`src/rtl/br_seq_pkg.sv`:
```
// Shared types and constants for the duplex buffer register (BR) load-cycle sequencer.
package br_seq_pkg;

    typedef enum logic [2:0] {
        ST_IDLE,
        ST_CLEAR,
        ST_STROBE,
        ST_SETTLE,
        ST_CHECK,
        ST_DONE
    } br_state_t;

    localparam int SIDE_A = 0;
    localparam int SIDE_B = 1;

    // BRA/BRB carry BR bits {14,12,9,6}, MSB first
    localparam int BR_BIT6  = 0;
    localparam int BR_BIT9  = 1;
    localparam int BR_BIT12 = 2;
    localparam int BR_BIT14 = 3;

endpackage

```
`src/rtl/br_duplex_compare.sv`:
```
// A/B half compare of the BR, sampled in the CHECK state; holds MISCOMP and a sticky error.
module br_duplex_compare
    import br_seq_pkg::*;
(
    input  logic       clk,
    input  logic       rst,
    input  logic [3:0] bra,
    input  logic [3:0] brb,
    input  logic       both_en,
    input  logic       check,
    input  logic       err_clr,
    output logic       miscomp,
    output logic       err_sticky
);

    logic [3:0] diff;
    logic       mismatch;

    assign diff     = bra ^ brb;
    assign mismatch = |{diff[BR_BIT14], diff[BR_BIT12], diff[BR_BIT9], diff[BR_BIT6]};

    // A fresh miscompare outranks ERR_CLR in the same cycle
    always_ff @(posedge clk or posedge rst) begin
        if (rst) begin
            miscomp    <= 1'b0;
            err_sticky <= 1'b0;
        end else begin
            if (check) begin
                miscomp <= both_en && mismatch;
            end
            if (check && both_en && mismatch) begin
                err_sticky <= 1'b1;
            end else if (err_clr) begin
                err_sticky <= 1'b0;
            end
        end
    end

endmodule

```
`src/rtl/br_cycle_sequencer.sv`:
```
// BR load-cycle sequencer: clear, sense/transfer strobe, settle, optional duplex check, done.
// Define BR_DUPLEX_COMPARE_EN to build in the CHECK state, MISCOMP and ERR_STICKY.
module br_cycle_sequencer
    import br_seq_pkg::*;
#(
    parameter int CLEAR_CYCLES = 1,
    parameter int SENSE_CYCLES = 2
) (
    input  logic       SIM_CLK,
    input  logic       SIM_RST,
    input  logic       START,
    input  logic       XFER,
    input  logic [1:0] MSEL,
    input  logic [1:0] SIDE_EN,
    input  logic [3:0] BRA,
    input  logic [3:0] BRB,
    input  logic       ERR_CLR,
    output logic       A1CBRVN,
    output logic       A2CBRVN,
    output logic       A1SBRXV,
    output logic       A2SBRXV,
    output logic       A1PARV,
    output logic       A2PARV,
    output logic [7:0] SENSE_EN,
    output logic       BUSY,
    output logic       DONE,
    output logic       MISCOMP,
    output logic       ERR_STICKY
);

    localparam logic [2:0] CLEAR_LAST = 3'(CLEAR_CYCLES - 1);
    localparam logic [2:0] SENSE_LAST = 3'(SENSE_CYCLES - 1);

    br_state_t  state;
    br_state_t  state_nxt;
    logic [2:0] cnt;
    logic       xfer_q;
    logic [1:0] msel_q;
    logic [1:0] side_q;
    logic       accept;
    logic       xfer_nxt;
    logic [1:0] msel_nxt;
    logic [1:0] side_nxt;
    logic       clear_nxt;
    logic       strobe_nxt;

    function automatic br_state_t next_state(input br_state_t s, input logic start,
                                             input logic [2:0] c);
        case (s)
            ST_IDLE:   return start ? ST_CLEAR : ST_IDLE;
            ST_CLEAR:  return (c == CLEAR_LAST) ? ST_STROBE : ST_CLEAR;
            ST_STROBE: return (c == SENSE_LAST) ? ST_SETTLE : ST_STROBE;
`ifdef BR_DUPLEX_COMPARE_EN
            ST_SETTLE: return ST_CHECK;
            ST_CHECK:  return ST_DONE;
`else
            ST_SETTLE: return ST_DONE;
`endif
            default:   return ST_IDLE;
        endcase
    endfunction

    function automatic logic [7:0] sense_mask(input logic [1:0] msel, input logic [1:0] side);
        logic [7:0] m;
        m = '0;
        m[{msel, 1'b0}] = side[SIDE_A];
        m[{msel, 1'b1}] = side[SIDE_B];
        return m;
    endfunction

    // Outputs are registered from the upcoming state, so a freshly accepted
    // request must use the live XFER/MSEL/SIDE_EN rather than the latched copy.
    assign accept     = (state == ST_IDLE) && START;
    assign state_nxt  = next_state(state, START, cnt);
    assign xfer_nxt   = accept ? XFER : xfer_q;
    assign msel_nxt   = accept ? MSEL : msel_q;
    assign side_nxt   = accept ? SIDE_EN : side_q;
    assign clear_nxt  = (state_nxt == ST_CLEAR);
    assign strobe_nxt = (state_nxt == ST_STROBE);

    always_ff @(posedge SIM_CLK or posedge SIM_RST) begin
        if (SIM_RST) begin
            state    <= ST_IDLE;
            cnt      <= '0;
            xfer_q   <= 1'b0;
            msel_q   <= '0;
            side_q   <= '0;
            A1CBRVN  <= 1'b1;
            A2CBRVN  <= 1'b1;
            A1SBRXV  <= 1'b0;
            A2SBRXV  <= 1'b0;
            A1PARV   <= 1'b0;
            A2PARV   <= 1'b0;
            SENSE_EN <= '0;
            BUSY     <= 1'b0;
            DONE     <= 1'b0;
        end else begin
            state <= state_nxt;
            if (state_nxt != state || state == ST_IDLE) begin
                cnt <= '0;
            end else begin
                cnt <= cnt + 3'd1;
            end
            if (accept) begin
                xfer_q <= XFER;
                msel_q <= MSEL;
                side_q <= SIDE_EN;
            end
            A1CBRVN  <= !(clear_nxt && side_nxt[SIDE_A]);
            A2CBRVN  <= !(clear_nxt && side_nxt[SIDE_B]);
            A1SBRXV  <= strobe_nxt && xfer_nxt && side_nxt[SIDE_A];
            A2SBRXV  <= strobe_nxt && xfer_nxt && side_nxt[SIDE_B];
            A1PARV   <= strobe_nxt && !xfer_nxt && side_nxt[SIDE_A];
            A2PARV   <= strobe_nxt && !xfer_nxt && side_nxt[SIDE_B];
            SENSE_EN <= (strobe_nxt && !xfer_nxt) ? sense_mask(msel_nxt, side_nxt) : 8'h00;
            BUSY     <= (state_nxt != ST_IDLE);
            DONE     <= (state_nxt == ST_DONE);
        end
    end

`ifdef BR_DUPLEX_COMPARE_EN
    logic check;
    assign check = (state == ST_CHECK);

    br_duplex_compare u_compare (
        .clk        (SIM_CLK),
        .rst        (SIM_RST),
        .bra        (BRA),
        .brb        (BRB),
        .both_en    (&side_q),
        .check      (check),
        .err_clr    (ERR_CLR),
        .miscomp    (MISCOMP),
        .err_sticky (ERR_STICKY)
    );
`else
    logic unused_inputs;
    assign unused_inputs = ^{BRA, BRB, ERR_CLR};
    assign MISCOMP       = 1'b0;
    assign ERR_STICKY    = 1'b0;
`endif

endmodule

```
`config.mk`:
```
export PLATFORM = sky130hd
export DESIGN_NAME = br_cycle_sequencer
export DESIGN_NICKNAME = d
export VERILOG_FILES = /design/src/rtl/br_seq_pkg.sv /design/src/rtl/br_duplex_compare.sv /design/src/rtl/br_cycle_sequencer.sv
export SDC_FILE = /design/constraint.sdc
export NUM_CORES = 1
export LEC_CHECK = 0
export ABC_AREA = 1
export CAP_MARGIN = 10
export CORE_AREA = 2 2 49 69
export CTS_BUF_LIST = sky130_fd_sc_hd__clkbuf_8 sky130_fd_sc_hd__clkbuf_16
export CTS_CLUSTER_DIAMETER = 30
export DETAILED_ROUTE_END_ITERATION = 8
export DIE_AREA = 0 0 51 71
export PLACE_DENSITY = 0.72
export SETUP_SLACK_MARGIN = 0.15
export SYNTH_ARGS = -nofsm -noshare
export SYNTH_HDL_FRONTEND = slang
export SYNTH_SLANG_ARGS = --single-unit
```
`constraint.sdc`:
```
create_clock -name SIM_CLK -period 2 [get_ports SIM_CLK]
set_clock_uncertainty 0.2 [all_clocks]
set_input_delay 0.4 -clock SIM_CLK [delete_from_list [all_inputs] [get_ports SIM_CLK]]
set_output_delay 0.4 -clock SIM_CLK [all_outputs]
set_load 0.01 [all_outputs]
```
==> results.yml <==
worst_setup_path:
  r2r_cells: 6
  cp.arrival_ns: 1.71
  start_kind: "input port"
  cp.required_ns: 1.96
  end_kind: "flop"
  critPathKind: "input port to flop"
  rrSetupSlack_ns: 0.35
  r2r-start: "state[0]"
  timing.rr.end: "SENSE_EN[2]"
  cp_max_fo: 8
power_and_ir_drop:
  pwr-share-seq_pct: 40.3
  cell_internal_pwr_mw: 1.14
  p_comb_share_pct: 44.7
  ir_drop_mv: 0.535
  p_switching_uw: 774
  p_sw_share_pct: 40.5
  power_density_mw_per_mm2: 1300
  leakage_nw: 0.739
  p_clk_share_pct: 15.0
cts:
  cts_root_buf: "clkbuf_8"
  clkSlewWorstSetupHoldPaths_ns: 0.08
  cts-hold-fix-buffers: 0
  cts_num_sinks: 27
  post_cts_buffers: 0
  cts_buffer_depth: 2
  insertion_delay_ns: 0.26
  cts_tree: "yes"
  cts_htree_levels: 1
  numCtsBuffers: 3
global_route:
  antenna_found_initial: 0
  grt_pass1_wl_mm: 3.26
  overflow: 0
  grt_max_degree: 28
  grt_use_total_pct: 12.2
  first_global_vias: 800
die:
  start_util_pct: 38.1
  core_area_mm2: 0.00303
  die_w_um: 51
  row_count: 24
  dieArea_mm2: 0.00362
  ios: 35
  chipHeight_um: 71
worst_hold_path:
  hold_path.class: "input port to asynchronous set/reset pin"
synthesis:
  synth-seq-area-share_pct: 58.7
  synth_commonest_cells: "dfrtp_1 (25), nand2_1 (21), inv_1 (20)"
  yosys_warnings: 0
  synth_area_mm2: 0.00115
  syn_inst: 114
  synth_edf_count: 0
  synth_top_area_share_pct: 54.2
  async_reset_ff_share_pct: 100
  synth.most_common_cell: "dfrtp_1"
  synth_ff_type: "dfrtp_1"
  synthTopCellsByArea: "dfrtp_1 (54%), nand2_1 (6.8%), inv_1 (6.5%)"
  synth_area_per_cell_um2: 10.1
  synth_top_area_cell: "dfrtp_1"
  yosysUniqueCellTypes: 19
  ys_ff_latch: 27
place:
  post-place-cells: 176
  routabilityCongestion: 0.771
  numPortBuffers: 23
  dp_hpwl_mm: 1.61
  placed_area_mm2: 0.00143
sta:
  drv_slew: 0
  setup_viol: 0
  period_minus_slack_ns: 1.75
  rsz0062_at_grt: "false"
  fmax_mhz: 571
  hold_viol_final: 0
  finalCritPeriodShare_pct: 87.5
  hold_ws_ns: 0.296
  setup-tns-final_ns: 0
detailed_routing:
  ant_nets: 0
  drt-wirelength-per-cell_um: 11.1
  initialDrtViolationCount: 13
  wl_mm: 2.00
  num_vias: 807
  first_pass_iters: 3
  vias_per_cell: 4.48
  remaining_drc_errors: 0
finish:
  antenna_cells: 0
  seq_area_um2: 678
  drive_gt1_share_pct: 12.8
  post-route-cell-area_mm2: 0.00147
  nFillCells: 282
  multi_input_area_um2: 390
  area_delta_synth_final_pct: 27.6
  fin_nets: 162
  fin_cells: 180
job:
  cap_violations: 0
run_status:
  status: "completed"
## per-layer routing
| layer | up-vias | GRT usage, % | routed length [um] |
|---|---|---|---|
| met4 | 0 | 5.71 | 38 |
| met5 | - | 0 | 0 |
| met1 | 386 | 10.7 | 695 |
| li1 | 393 | - | - |
| met3 | 4 | 3.38 | 116 |
| met2 | 24 | 24.2 | 1150 |
## state kept, by name, indices dropped and copies added (netlist names), 2 cells and up
register,cells
SENSE_EN,8
cnt,3
msel_q,2
side_q,2
state,3
## kinds of logic (layout without fill, tap and decap cells)
family	after synthesis	in the layout	synth area share (%)
XOR/XNOR	1	1	0.759
buffers and inverters	22	48	7.80
adder cells (fa/ha/maj)	3	3	3.25
other	1	2	0.325
AO/OA/AOI/OAI	2	2	1.52
flip-flops	27	27	58.7
AND/OR/NAND/NOR	58	58	27.6
## power by group through the flow
| stage | clock, mW | sequential [mW] | combinational [mW] |
|---|---|---|---|
| after floorplan | 0 | 0.802 | 0.579 |
| after global placement | 0 | 0.775 | 0.840 |
| after detailed placement | 0 | 0.783 | 0.877 |
| after CTS | 0.295 | 0.772 | 0.870 |
| after global routing | 0.321 | 0.783 | 0.953 |
| final | 0.286 | 0.770 | 0.855 |
## worst max-delay path by stage
stage | startpoint | to | depth (start not counted)
after floorplan | cnt[0] | cnt[0] | 8
after global placement | START | SENSE_EN[2] | 8
after detailed placement | START | SENSE_EN[6] | 8
after CTS | A2PARV | A2PARV | 1
after global routing | START | SENSE_EN[6] | 8
final | START | SENSE_EN[2] | 8
## worst max-delay path, stage by stage
cell             delay [ns]
clkdlybuf4s50_1        0.45
inv_1                  0.06
nor2_4                 0.15
nand2_4                0.13
o21ai_2                0.23
inv_1                  0.15
nand3_1                0.10
nor2_1                 0.04
## layout make-up
cell class              instances  area share, %
multi-input cells              66           26.5
clock buffers                   3           2.80
well taps                      39           3.31
repair buffers                 24           16.0
inverters                      20           5.09
flip-flops and latches         27           46.0
clock inverters                 1          0.340
## metrics by stage
| stage | utilization, % | power, mW | worst slack, ns |
|---|---|---|---|
| 4_1_cts | 48.6 | 1.94 | 0.247 |
| 3_3_place_gp | 47.2 | 1.61 | 0.0291 |
| 3_5_place_dp | 47.2 | 1.66 | -0.0319 |
| 2_1_floorplan | - | 1.38 | 0.512 |
| 5_1_grt | 48.6 | 2.06 | 0.174 |
| 6_report | 48.6 | 1.91 | 0.250 |
## placed cells by master, fill, tap and decap left out
cell type and instances:
nand2_2 2, clkdlybuf4s50_1 21, nand2_1 21, buf_4 1
nand2_4 2, xnor2_1 1, nor2_4 2, clkinv_2 1
nand3_4 1, o21ai_2 2, nand4_4 1, conb_1 2
nand4_1 1, clkbuf_8 3, nand3b_1 1, ha_1 3
dfrtp_1 25, dfstp_2 2, nor2_1 16, nand3_1 10
nor2_8 1, dlygate4sd2_1 2, inv_1 20
## what timing repair did
item                                   4_1_cts  5_1_grt
endpoints found under the hold margin        0        0
setup endpoints to repair                    2        0
gates resized for setup                      2        0
(Power assumes the default switching activity.)
